**src/rtl/touch_pkg.sv**
```systemverilog
// touch_pkg: register map, event encoding, FSM states and helpers shared by
// the touch-controller I2C target and its line conditioner.
package touch_pkg;

  // Register addresses inside the eight-entry FT6206-style map.
  localparam logic [2:0] REG_TD_STATUS = 3'd2;
  localparam logic [2:0] REG_XH        = 3'd3;
  localparam logic [2:0] REG_XL        = 3'd4;
  localparam logic [2:0] REG_YH        = 3'd5;
  localparam logic [2:0] REG_YL        = 3'd6;
  localparam logic [2:0] REG_ID        = 3'd7;

  localparam logic [7:0] TOUCH_ID = 8'hA5;

  // Touch event code reported in the top bits of register 0x03.
  typedef enum logic [1:0] {
    EV_PRESS = 2'b00,
    EV_LIFT  = 2'b01
  } touch_event_t;

  typedef enum logic [3:0] {
    ST_IDLE,
    ST_ADDR,
    ST_ADDR_ACK,
    ST_PTR,
    ST_PTR_ACK,
    ST_WDATA,
    ST_WDATA_ACK,
    ST_TX,
    ST_TX_ACK,
    ST_IGNORE
  } tgt_state_t;

  // One touch sample as held in the live and shadow copies.
  typedef struct packed {
    logic         down;
    touch_event_t ev;
    logic [11:0]  x;
    logic [11:0]  y;
  } touch_sample_t;

  // Byte visible at a register address for a given sample.
  function automatic logic [7:0] reg_read(input touch_sample_t s, input logic [2:0] addr);
    logic [7:0] d;
    d = 8'h00;
    case (addr)
      REG_TD_STATUS: d = {7'b0, s.down};
      REG_XH:        d = {s.ev, 2'b00, s.x[11:8]};
      REG_XL:        d = s.x[7:0];
      REG_YH:        d = {4'b0, s.y[11:8]};
      REG_YL:        d = s.y[7:0];
      REG_ID:        d = TOUCH_ID;
      default:       d = 8'h00;
    endcase
    return d;
  endfunction

  // Three-sample majority vote used by the optional glitch filter.
  function automatic logic majority3(input logic a, input logic b, input logic c);
    return (a & b) | (a & c) | (b & c);
  endfunction

endpackage

```
**src/rtl/i2c_line_cond.sv**
```systemverilog
// i2c_line_cond: brings SCL and SDA into the clk_in domain and produces
// single-cycle SCL rise/fall and START/STOP pulses plus the SDA level.
// Optional feature: TOUCH_TGT_GLITCH_FILTER_EN adds a 3-sample majority
// filter on both lines after the synchronizer (+2 cycles of edge latency).
module i2c_line_cond
  import touch_pkg::*;
(
  input  logic i_clk,
  input  logic i_rst,
  input  logic i_scl,
  input  logic i_sda,
  output logic o_sda,
  output logic o_scl_rise,
  output logic o_scl_fall,
  output logic o_start,
  output logic o_stop
);

  logic [1:0] r_scl_sync;
  logic [1:0] r_sda_sync;
  logic       w_scl;
  logic       w_sda;
  logic       r_scl_prev;
  logic       r_sda_prev;

  // Two-flop synchronizers; idle-high reset so no edge is seen out of reset.
  // NOTE: clocked state uses non-blocking (<=) so every flop samples the
  // pre-edge value of its neighbours; blocking here would collapse the chain.
  always_ff @(posedge i_clk or posedge i_rst) begin
    if (i_rst) begin
      r_scl_sync <= 2'b11;
      r_sda_sync <= 2'b11;
    end else begin
      r_scl_sync <= {r_scl_sync[0], i_scl};
      r_sda_sync <= {r_sda_sync[0], i_sda};
    end
  end

`ifdef TOUCH_TGT_GLITCH_FILTER_EN
  logic [1:0] r_scl_hist;
  logic [1:0] r_sda_hist;
  logic       r_scl_flt;
  logic       r_sda_flt;

  // Majority of the current and two previous synchronized samples.
  always_ff @(posedge i_clk or posedge i_rst) begin
    if (i_rst) begin
      r_scl_hist <= 2'b11;
      r_sda_hist <= 2'b11;
      r_scl_flt  <= 1'b1;
      r_sda_flt  <= 1'b1;
    end else begin
      r_scl_hist <= {r_scl_hist[0], r_scl_sync[1]};
      r_sda_hist <= {r_sda_hist[0], r_sda_sync[1]};
      r_scl_flt  <= majority3(r_scl_sync[1], r_scl_hist[0], r_scl_hist[1]);
      r_sda_flt  <= majority3(r_sda_sync[1], r_sda_hist[0], r_sda_hist[1]);
    end
  end

  assign w_scl = r_scl_flt;
  assign w_sda = r_sda_flt;
`else
  assign w_scl = r_scl_sync[1];
  assign w_sda = r_sda_sync[1];
`endif

  // Previous conditioned levels for edge detection.
  always_ff @(posedge i_clk or posedge i_rst) begin
    if (i_rst) begin
      r_scl_prev <= 1'b1;
      r_sda_prev <= 1'b1;
    end else begin
      r_scl_prev <= w_scl;
      r_sda_prev <= w_sda;
    end
  end

  assign o_sda      = w_sda;
  assign o_scl_rise = w_scl & ~r_scl_prev;
  assign o_scl_fall = ~w_scl & r_scl_prev;
  // START/STOP only count while SCL has been high for two samples.
  assign o_start    = w_scl & r_scl_prev & r_sda_prev & ~w_sda;
  assign o_stop     = w_scl & r_scl_prev & ~r_sda_prev & w_sda;

endmodule

```
**src/rtl/touch_i2c_target.sv**
```systemverilog
// touch_i2c_target: I2C target emulating an FT6206-style touch controller.
// Holds the latest touch point, raises an active-low IRQ on new points and
// serves pointer-write / burst-read transactions, driving SDA open-drain.
// Optional feature: TOUCH_TGT_GLITCH_FILTER_EN (see i2c_line_cond).
module touch_i2c_target #(
  parameter logic [6:0]  DEV_ADDR = 7'h38,
  parameter int unsigned CLK_HZ   = 100_000_000
) (
  input  logic        clk_in,
  input  logic        rst_in,
  input  logic        scl_in,
  input  logic        sda_in,
  output logic        sda_oe,
  output logic        i2c_irq,
  input  logic        touch_valid_in,
  input  logic        touch_down_in,
  input  logic [11:0] x_in,
  input  logic [11:0] y_in,
  output logic        busy_out
);

  import touch_pkg::*;

  // SCL phases must last at least 4 clk_in cycles at 400 kHz.
  if (CLK_HZ < 3_200_000) begin : g_clk_check
    $error("touch_i2c_target: CLK_HZ too low for 400 kHz SCL");
  end

  logic          w_sda;
  logic          w_scl_rise;
  logic          w_scl_fall;
  logic          w_start;
  logic          w_stop;

  tgt_state_t    r_state,  w_state_nxt;
  logic [3:0]    r_cnt,    w_cnt_nxt;
  logic [6:0]    r_shift,  w_shift_nxt;
  logic [2:0]    r_ptr,    w_ptr_nxt;
  logic          r_rw,     w_rw_nxt;
  logic          r_sda_oe, w_sda_oe_nxt;
  logic          w_copy_shadow;
  logic          w_irq_clear;
  logic          r_irq_n;
  touch_sample_t r_live;
  touch_sample_t r_shadow;
  logic [7:0]    w_rx_byte;
  logic [7:0]    w_tx_byte;

  i2c_line_cond u_line_cond (
    .i_clk      (clk_in),
    .i_rst      (rst_in),
    .i_scl      (scl_in),
    .i_sda      (sda_in),
    .o_sda      (w_sda),
    .o_scl_rise (w_scl_rise),
    .o_scl_fall (w_scl_fall),
    .o_start    (w_start),
    .o_stop     (w_stop)
  );

  assign w_rx_byte = {r_shift, w_sda};
  assign w_tx_byte = reg_read(r_shadow, r_ptr);

  // Next-state and datapath decode for the transaction FSM.
  // NOTE: every signal gets a default at the top of always_comb; a path that
  // leaves one unassigned would infer a latch.
  always_comb begin
    w_state_nxt   = r_state;
    w_cnt_nxt     = r_cnt;
    w_shift_nxt   = r_shift;
    w_ptr_nxt     = r_ptr;
    w_rw_nxt      = r_rw;
    w_sda_oe_nxt  = r_sda_oe;
    w_copy_shadow = 1'b0;
    w_irq_clear   = 1'b0;

    if (w_stop) begin
      w_state_nxt  = ST_IDLE;
      w_sda_oe_nxt = 1'b0;
    end else if (w_start) begin
      // Repeated START keeps the pointer.
      w_state_nxt  = ST_ADDR;
      w_cnt_nxt    = '0;
      w_sda_oe_nxt = 1'b0;
    end else begin
      case (r_state)
        ST_ADDR, ST_PTR, ST_WDATA: begin
          if (w_scl_rise) begin
            w_shift_nxt = w_rx_byte[6:0];
            w_cnt_nxt   = r_cnt + 4'd1;
            if (r_cnt == 4'd7) begin
              w_cnt_nxt = '0;
              if (r_state == ST_ADDR) begin
                if (w_rx_byte[7:1] == DEV_ADDR) begin
                  w_state_nxt   = ST_ADDR_ACK;
                  w_rw_nxt      = w_rx_byte[0];
                  w_copy_shadow = w_rx_byte[0];
                end else begin
                  w_state_nxt = ST_IGNORE;
                end
              end else if (r_state == ST_PTR) begin
                w_ptr_nxt   = w_rx_byte[2:0];
                w_state_nxt = ST_PTR_ACK;
              end else begin
                w_ptr_nxt   = r_ptr + 3'd1;
                w_state_nxt = ST_WDATA_ACK;
              end
            end
          end
        end

        ST_ADDR_ACK, ST_PTR_ACK, ST_WDATA_ACK: begin
          // First SCL fall drives ACK, the second one ends the slot.
          if (w_scl_fall) begin
            if (!r_sda_oe) begin
              w_sda_oe_nxt = 1'b1;
            end else begin
              w_sda_oe_nxt = 1'b0;
              w_cnt_nxt    = '0;
              if (r_state == ST_ADDR_ACK && r_rw) begin
                w_state_nxt  = ST_TX;
                w_shift_nxt  = w_tx_byte[6:0];
                w_sda_oe_nxt = ~w_tx_byte[7];
              end else if (r_state == ST_ADDR_ACK) begin
                w_state_nxt = ST_PTR;
              end else begin
                w_state_nxt = ST_WDATA;
              end
            end
          end
        end

        ST_TX: begin
          if (w_scl_fall) begin
            if (r_cnt == 4'd7) begin
              w_sda_oe_nxt = 1'b0;
              w_state_nxt  = ST_TX_ACK;
            end else begin
              w_cnt_nxt    = r_cnt + 4'd1;
              w_sda_oe_nxt = ~r_shift[6];
              w_shift_nxt  = {r_shift[5:0], 1'b0};
            end
          end
        end

        ST_TX_ACK: begin
          // r_cnt == 8 marks "ACK seen, load next byte on the next fall".
          if (w_scl_rise) begin
            w_irq_clear = (r_ptr == REG_YL);
            if (!w_sda) begin
              w_ptr_nxt = r_ptr + 3'd1;
              w_cnt_nxt = 4'd8;
            end else begin
              w_state_nxt = ST_IGNORE;
            end
          end else if (w_scl_fall && r_cnt == 4'd8) begin
            w_state_nxt  = ST_TX;
            w_cnt_nxt    = '0;
            w_shift_nxt  = w_tx_byte[6:0];
            w_sda_oe_nxt = ~w_tx_byte[7];
          end
        end

        ST_IGNORE: w_sda_oe_nxt = 1'b0;

        default: ;
      endcase
    end
  end

  // FSM state and datapath registers; reset releases SDA asynchronously.
  always_ff @(posedge clk_in or posedge rst_in) begin
    if (rst_in) begin
      r_state  <= ST_IDLE;
      r_cnt    <= '0;
      r_shift  <= '0;
      r_ptr    <= '0;
      r_rw     <= 1'b0;
      r_sda_oe <= 1'b0;
    end else begin
      r_state  <= w_state_nxt;
      r_cnt    <= w_cnt_nxt;
      r_shift  <= w_shift_nxt;
      r_ptr    <= w_ptr_nxt;
      r_rw     <= w_rw_nxt;
      r_sda_oe <= w_sda_oe_nxt;
    end
  end

  // Live sample, read shadow and interrupt; a new sample beats an IRQ clear.
  // NOTE: the register-map copies are flops, not RAM, so they are reset to
  // zero and read back deterministically before the first touch.
  always_ff @(posedge clk_in or posedge rst_in) begin
    if (rst_in) begin
      r_live   <= '0;
      r_shadow <= '0;
      r_irq_n  <= 1'b1;
    end else begin
      if (touch_valid_in) begin
        r_live.down <= touch_down_in;
        r_live.ev   <= touch_down_in ? EV_PRESS : EV_LIFT;
        r_live.x    <= x_in;
        r_live.y    <= y_in;
      end
      if (w_copy_shadow) begin
        r_shadow <= r_live;
      end
      if (touch_valid_in) begin
        r_irq_n <= 1'b0;
      end else if (w_irq_clear) begin
        r_irq_n <= 1'b1;
      end
    end
  end

  assign sda_oe   = r_sda_oe;
  assign i2c_irq  = r_irq_n;
  assign busy_out = (r_state != ST_IDLE);

endmodule

```
**config.mk**
```make
export PLATFORM = sky130hd
export DESIGN_NAME = touch_i2c_target
export DESIGN_NICKNAME = d
export VERILOG_FILES = /design/src/rtl/touch_pkg.sv /design/src/rtl/i2c_line_cond.sv /design/src/rtl/touch_i2c_target.sv
export SDC_FILE = /design/constraint.sdc
export NUM_CORES = 1
export LEC_CHECK = 0
export BUFFER_PORTS_ARGS = -buffer_cell sky130_fd_sc_hd__buf_4
export CAP_MARGIN = 20
export CORE_MARGIN = 1
export CORE_UTILIZATION = 50
export CTS_BUF_LIST = sky130_fd_sc_hd__clkbuf_4 sky130_fd_sc_hd__clkbuf_8 sky130_fd_sc_hd__clkbuf_16
export DETAILED_ROUTE_END_ITERATION = 8
export PLACE_DENSITY_LB_ADDON = 0.2
export SLEW_MARGIN = 20
export SYNTH_ARGS = -nofsm -noshare
export SYNTH_HDL_FRONTEND = slang
export SYNTH_HIERARCHICAL = 1
export SYNTH_SLANG_ARGS = --single-unit
export TNS_END_PERCENT = 100
```
**constraint.sdc**
```tcl
create_clock -name clk_in -period 2.2 [get_ports clk_in]
set_clock_uncertainty 0.1 [all_clocks]
set_input_delay 0.33 -clock clk_in [delete_from_list [all_inputs] [get_ports clk_in]]
set_output_delay 0.33 -clock clk_in [all_outputs]
set_load 0.01 [all_outputs]
```
# Word-level counts from Yosys, hierarchy flattened
# Cells that the tools add are included.
# totals
elab_cells	169
ff_bits	81
romBits	0
mem_count	0
out_inout_bits	3
ramBits	0
in_bits	30
latch_bits	0
# op_classes
muxes	69
bitwise_logic	15
n_lt_le_gt_ge	0
div	0
n_mul	0
add_sub_neg	2
n_reduce_logical	17
eq_ne	47
n_shift	0
# ops
operator	n
$mux W4	23
$mux W7	8
$pmux W8 S6	1
$pmux W4 S4	2
$ne A4 B2 Y1 const B	7
$pmux W7 S4	1
$mux W3	8
$mux W1	23
$eq A4 B3 Y1 const B	5
$ne A2 B2 Y1 const B	10
$reduce_and A9 Y1	2
$eq A3 B3 Y1 const B	4
$eq A4 B4 Y1 const B	3
$ne A3 B2 Y1 const B	4
$reduce_bool A6 Y1	2
$reduce_and A11 Y1	1
$eq A4 B2 Y1 const B	2
$ne A4 B4 Y1 const B	2
$not A1 Y1	8
$reduce_and A8 Y1	1
$reduce_bool A4 Y1	2
$and A1 B1 Y1	7
$eq A7 B6 Y1 const B	1
$reduce_and A7 Y1	1
17 further kinds	22

# Depth between registers and ports, before layout
# logic_depth
ltp_word	9
mapped_depth	9
ltp_nobuf	8

# Modules after synthesis
# Netlist, hierarchy kept.
# by_module_without_submodules
module	cells_per_inst	seq_area_each_um2	n_inst	area_each_um2
touch_i2c_target	319	1828.0	1	3761.1
i2c_line_cond	11	157.7	1	193.9

# Worst setup path after synthesis
# OpenSTA, ideal clock, no wires.
# synth_path
path_kind	register to register
start	reg u_line_cond.r_sda_sync[1]
end	reg r_shadow[10] (netlist bit)
synth_period_minus_slack_ns	2.310
path_buffers	1
stages_incl_launch_ff	8
arrival_time_ns	2.085
setup_ns	0.125
slack_ns	-0.110
required_time_ns	1.975
cell_sequence	dfstp_2 and4b_1 nor2_1 and2_1 nor4b_4 nand2_4 buf_6 mux2_4
# synth_rtl
item	line_no	text
from (decl)	i2c_line_cond.sv:20	logic [1:0] r_sda_sync;
from (signal assigned)	i2c_line_cond.sv:35	r_sda_sync <= {r_sda_sync[0], i_sda};
$not A1 Y1	i2c_line_cond.sv:82	assign o_start = w_scl & r_scl_prev & r_sda_prev & ~w_sda;
$and A1 B1 Y1	i2c_line_cond.sv:82	
via w_start	touch_i2c_target.sv:32	logic w_start;
$mux W1	touch_i2c_target.sv:80	end else if (w_start) begin
$mux W1	touch_i2c_target.sv:77	if (w_stop) begin
to (signal assigned)	touch_i2c_target.sv:206	r_shadow <= r_live;
to (decl)	touch_i2c_target.sv:45	touch_sample_t r_shadow;
# The timed path passes the listed nets, and every way through them passes these cells.
# A chain may end at the register's enable or synchronous reset.

# Worst setup path in the final report
# layout_path
start	reg u_line_cond.r_scl_prev
end	reg r_cnt[0]
# layout_rtl
item	line_no	text
from (decl)	i2c_line_cond.sv:23	logic r_scl_prev;
from (signal assigned)	i2c_line_cond.sv:73	r_scl_prev <= w_scl;
$and A1 B1 Y1 (*)	i2c_line_cond.sv:80	assign o_scl_fall = ~w_scl & r_scl_prev;
via w_scl_fall	touch_i2c_target.sv:31	logic w_scl_fall;
$logic_and A1 B1 Y1	touch_i2c_target.sv:156	end else if (w_scl_fall && r_cnt == 4'd8) begin
$ne A4 B2 Y1 (no line)	-	
$reduce_and A9 Y1 (no line) (*)	-	
to (signal assigned)	touch_i2c_target.sv:182	r_cnt <= w_cnt_nxt;
to (decl)	touch_i2c_target.sv:36	logic [3:0] r_cnt, w_cnt_nxt;
# The timed path passes the listed nets; every way through them passes the cells marked *.

==> run_results.csv <==
group,metric,value,unit
worst_setup_path,critPathKind,"reg2reg",
job,maxCapViolCount,0,
drt,wire_per_inst,17.3,um
worst_setup_path,crit_required,2340,ps
status,run_status,"complete, but fails checks",
power_and_ir_drop,seqPwrFrac,40.8,%
clock_network,cts_root_buf,"clkbuf_8",
grt,antenna_found_initial,0,
placement,dp.cells,477,
clock_network,cts_buffer_depth,2,
cells_and_area,nFillCells,643,
sta,final.setup.worst_slack,-4.10,ps
grt,overflow,0,
synth,yosysTopAreaCellShare,45.6,%
worst_setup_path,r2r_slack,-4,ps
sta,setup-violations-final,1,
min_path,min-delay-path-class,"in2reg",
sta,period_share,100,%
grt,grt_max_degree,29,
synth,ys_seq_area_share,50.2,%
cells_and_area,syn2layout_area_growth,22.7,%
clock_network,clkTransAtPathRegs,70,ps
sta,fin_crit,2200,ps
synth,async_reset_ff_share,100,%
synth,synthesis.nets,368,
synth,synth-seq-cells,79,
power_and_ir_drop,switching_share,32.2,%
grt,grt_pass1_wl,13900,um
drt,num_vias,2819,
clock_network,clk_latency,360,ps
synth,synth_area_leaders,"dfrtp_1 46%, mux2_2 12%, mux2_4 7.2%",
drt,drt_iter0_markers,167,
floorplan,fp-row-count,32,
placement,placed_cell_area,4510,um2
cells_and_area,fin_nets,432,
worst_setup_path,start_kind,"register",
placement,place.gp.congestion,0.868,
synth,synth.largest_area_cell,"dfrtp_1",
power_and_ir_drop,power_density,919,nW/um2
floorplan,die_area,8270,um2
grt,met2_usage,35.6,%
synth,ys.flop_type,"dfrtp_1",
cells_and_area,drive_above_1_share,41.7,%
synth,yosysWarningCount,6,
grt,track_usage,22.1,%
floorplan,fp.dieH,90.9,um
drt,drtAntennaViolNets,0,
clock_network,cts_inserted_buffers,9,
grt,busiest_layer,"met2",
grt,grtUsageMet3,5.44,%
power_and_ir_drop,ir_drop,0.658,mV
sta,worst_pin_slew,519,ps
drt,drc_errors,0,
power_and_ir_drop,power_switching,0.00144,W
cells_and_area,stdcell_area,4850,um2
clock_network,htreeDepth,3,
floorplan,ioPinCount,33,
power_and_ir_drop,p_leak,2.25,nW
floorplan,coreArea,7690,um2
clock_network,cts.sinks,79,
status,violations,"setup timing",
floorplan,start_util,51.4,%
worst_setup_path,cp-end-kind,"register",
placement,place_ws,35.4,ps
synth,synth_area,3960,um2
synth,ys_types,58,
worst_setup_path,cp.arrival,2340,ps
drt,wl,8670,um
sta,fmax,454,MHz
cells_and_area,final_cell_count_no_fill,500,
power_and_ir_drop,power.internal,0.00302,W
synth,avgSynthCellArea,12.0,um2
power_and_ir_drop,p_comb_share,30.7,%
clock_network,cts_tree,"done",
sta,rsz0062_at_grt,"yes",
worst_setup_path,cp_max_fo,4,
floorplan,die_x,90.9,um
placement,io_buffers,32,
grt,grt_pass1_vias,2765,
synth,synthCells,330,
sta,report.final.slew_viol_count,0,
synth,synth_edf_count,0,
sta,hold_violations,0,
grt,met1_usage,29.5,%
power_and_ir_drop,clkPwrFrac,28.5,%
cells_and_area,diodes,0,
drt,avgViaCountPerCell,5.64,
placement,dp_hpwl,6200,um
sta,slew_headroom,65.4,%
drt,drtPass1Iterations,4,
[metal layers]
| metal | vias to the layer above | wire (um) |
|---|---|---|
| met5 | - | 0 |
| met4 | 0 | 97 |
| met3 | 9 | 278 |
| met2 | 39 | 4180 |
| met1 | 1427 | 4120 |
| li1 | 1344 | - |
[cell usage after synthesis, types with 3 or more instances]
cell and n:
a22oi_1 3, nor3_1 5, dfstp_2 7, dfrtp_1 72, buf_1 3, a31oi_1 3
a211oi_1 3, buf_6 3, inv_1 13, a32o_1 3, mux2_2 41, nand2b_1 5
clkbuf_1 7, o21ai_0 10, nor2_1 17, a21oi_1 18, o22ai_1 4, nand4b_1 3
mux2_4 19, nand2_1 19, ha_1 8, a221oi_1 3, a222oi_1 3, nor2b_1 4
buf_2 4, nand3_1 4, o31ai_1 5, mux2i_1 3, nand3b_1 3
[cells in the final DEF, fill, tap and decap left out, drive strengths merged, types with 4 or more instances in the layout]
cell type / count
o21ai: 10
nor2: 17
dfrtp: 72
o22ai: 4
dfstp: 7
buf: 67
inv: 13
nand3: 4
o31ai: 5
nor3: 6
a21oi: 18
ha: 8
nand2: 20
mux2: 60
nand2b: 5
nor2b: 4
clkbuf: 10
[what timing repair did]
| action | 4_1_cts | 5_1_grt |
|---|---|---|
| endpoints found under the setup margin | 0 | 40 |
| gates resized for setup | 0 | 7 |
| hold buffers | 3 | 0 |
| hold endpoints to repair | 21 | 0 |
| buffers inserted | 0 | 3 |
[final timing paths]
path                                                           from                                   to  depth (start not counted)
max in group asynchronous                                    rst_in                  i2c_irq$_DFFE_PP1P_                          4
worst max-delay path               u_line_cond/r_scl_prev$_DFF_PP1_                 r_cnt[0]$_DFFE_PP0P_                          8
worst min register to register  u_line_cond/r_scl_sync[0]$_DFF_PP1_  u_line_cond/r_scl_sync[1]$_DFF_PP1_                          0
min in group asynchronous                                    rst_in               r_state[1]$_DFFE_PP0P_                          3
worst min-delay path                                  touch_down_in               r_live[24]$_DFFE_PP0P_                          2
worst max register to register     u_line_cond/r_scl_prev$_DFF_PP1_                 r_cnt[0]$_DFFE_PP0P_                          8
[through the flow]
step                utilization, %  hold slack [ps]  setup TNS, ps  power (W)
CTS                           62.1             38.7              0    0.00445
floorplan                        -              229           -155    0.00269
global route                  63.1             45.2          -1380    0.00469
global placement              58.7              246              0    0.00313
finish                        63.1             56.2          -4.10    0.00446
detailed placement            58.7              247              0    0.00316
[power by group through the flow]
stage | Clock [W] | Sequential [W] | Combinational [W]
after floorplan | 0 | 0.00175 | 0.000942
after global placement | 0 | 0.00183 | 0.00130
after detailed placement | 0 | 0.00184 | 0.00132
after CTS | 0.00130 | 0.00181 | 0.00133
after global routing | 0.00136 | 0.00184 | 0.00150
final | 0.00127 | 0.00182 | 0.00137
[worst max-delay path: stages, from the launching register on]
cell,delay (ps)
dfstp_2,560
nor2b_1,130
buf_4,140
o211ai_1,90
o22ai_1,190
o22a_1,180
nand3b_1,190
a21o_1,250
mux2_2,260
[registers in the layout (all words and copies together), names as in the netlist]
signal,flops
r_state,4
u_line_cond/r_scl_prev,1
u_line_cond/r_scl_sync,2
sda_oe,1
i2c_irq,1
u_line_cond/r_sda_prev,1
r_shift,7
r_cnt,4
r_ptr,3
r_shadow,26
u_line_cond/r_sda_sync,2
r_rw,1
r_live,26
[cells by family (layout without fill, tap and decap cells)]
group | Yosys count | count (layout) | share of synthesized area, %
adder cells (fa/ha/maj) | 8 | 8 | 2.53
AO/OA/AOI/OAI | 68 | 68 | 11.7
AND/OR/NAND/NOR | 80 | 80 | 12.0
flip-flops | 79 | 79 | 50.2
XOR/XNOR | 1 | 1 | 0.221
buffers and inverters | 31 | 99 | 3.67
multiplexers | 63 | 63 | 19.6
[cell type report]
type / instances / area [um2] / share of cell area [%]
Sequential cell: 79 / 1990 / 40.9
Timing Repair Buffer: 71 / 603 / 12.4
Clock buffer: 9 / 124 / 2.55
Tap cell: 102 / 128 / 2.63
Multi-Input combinational cell: 220 / 1850 / 38.1
Inverter: 13 / 52.6 / 1.08
Clock inverter: 6 / 109 / 2.24
(Power assumes the default switching activity.)
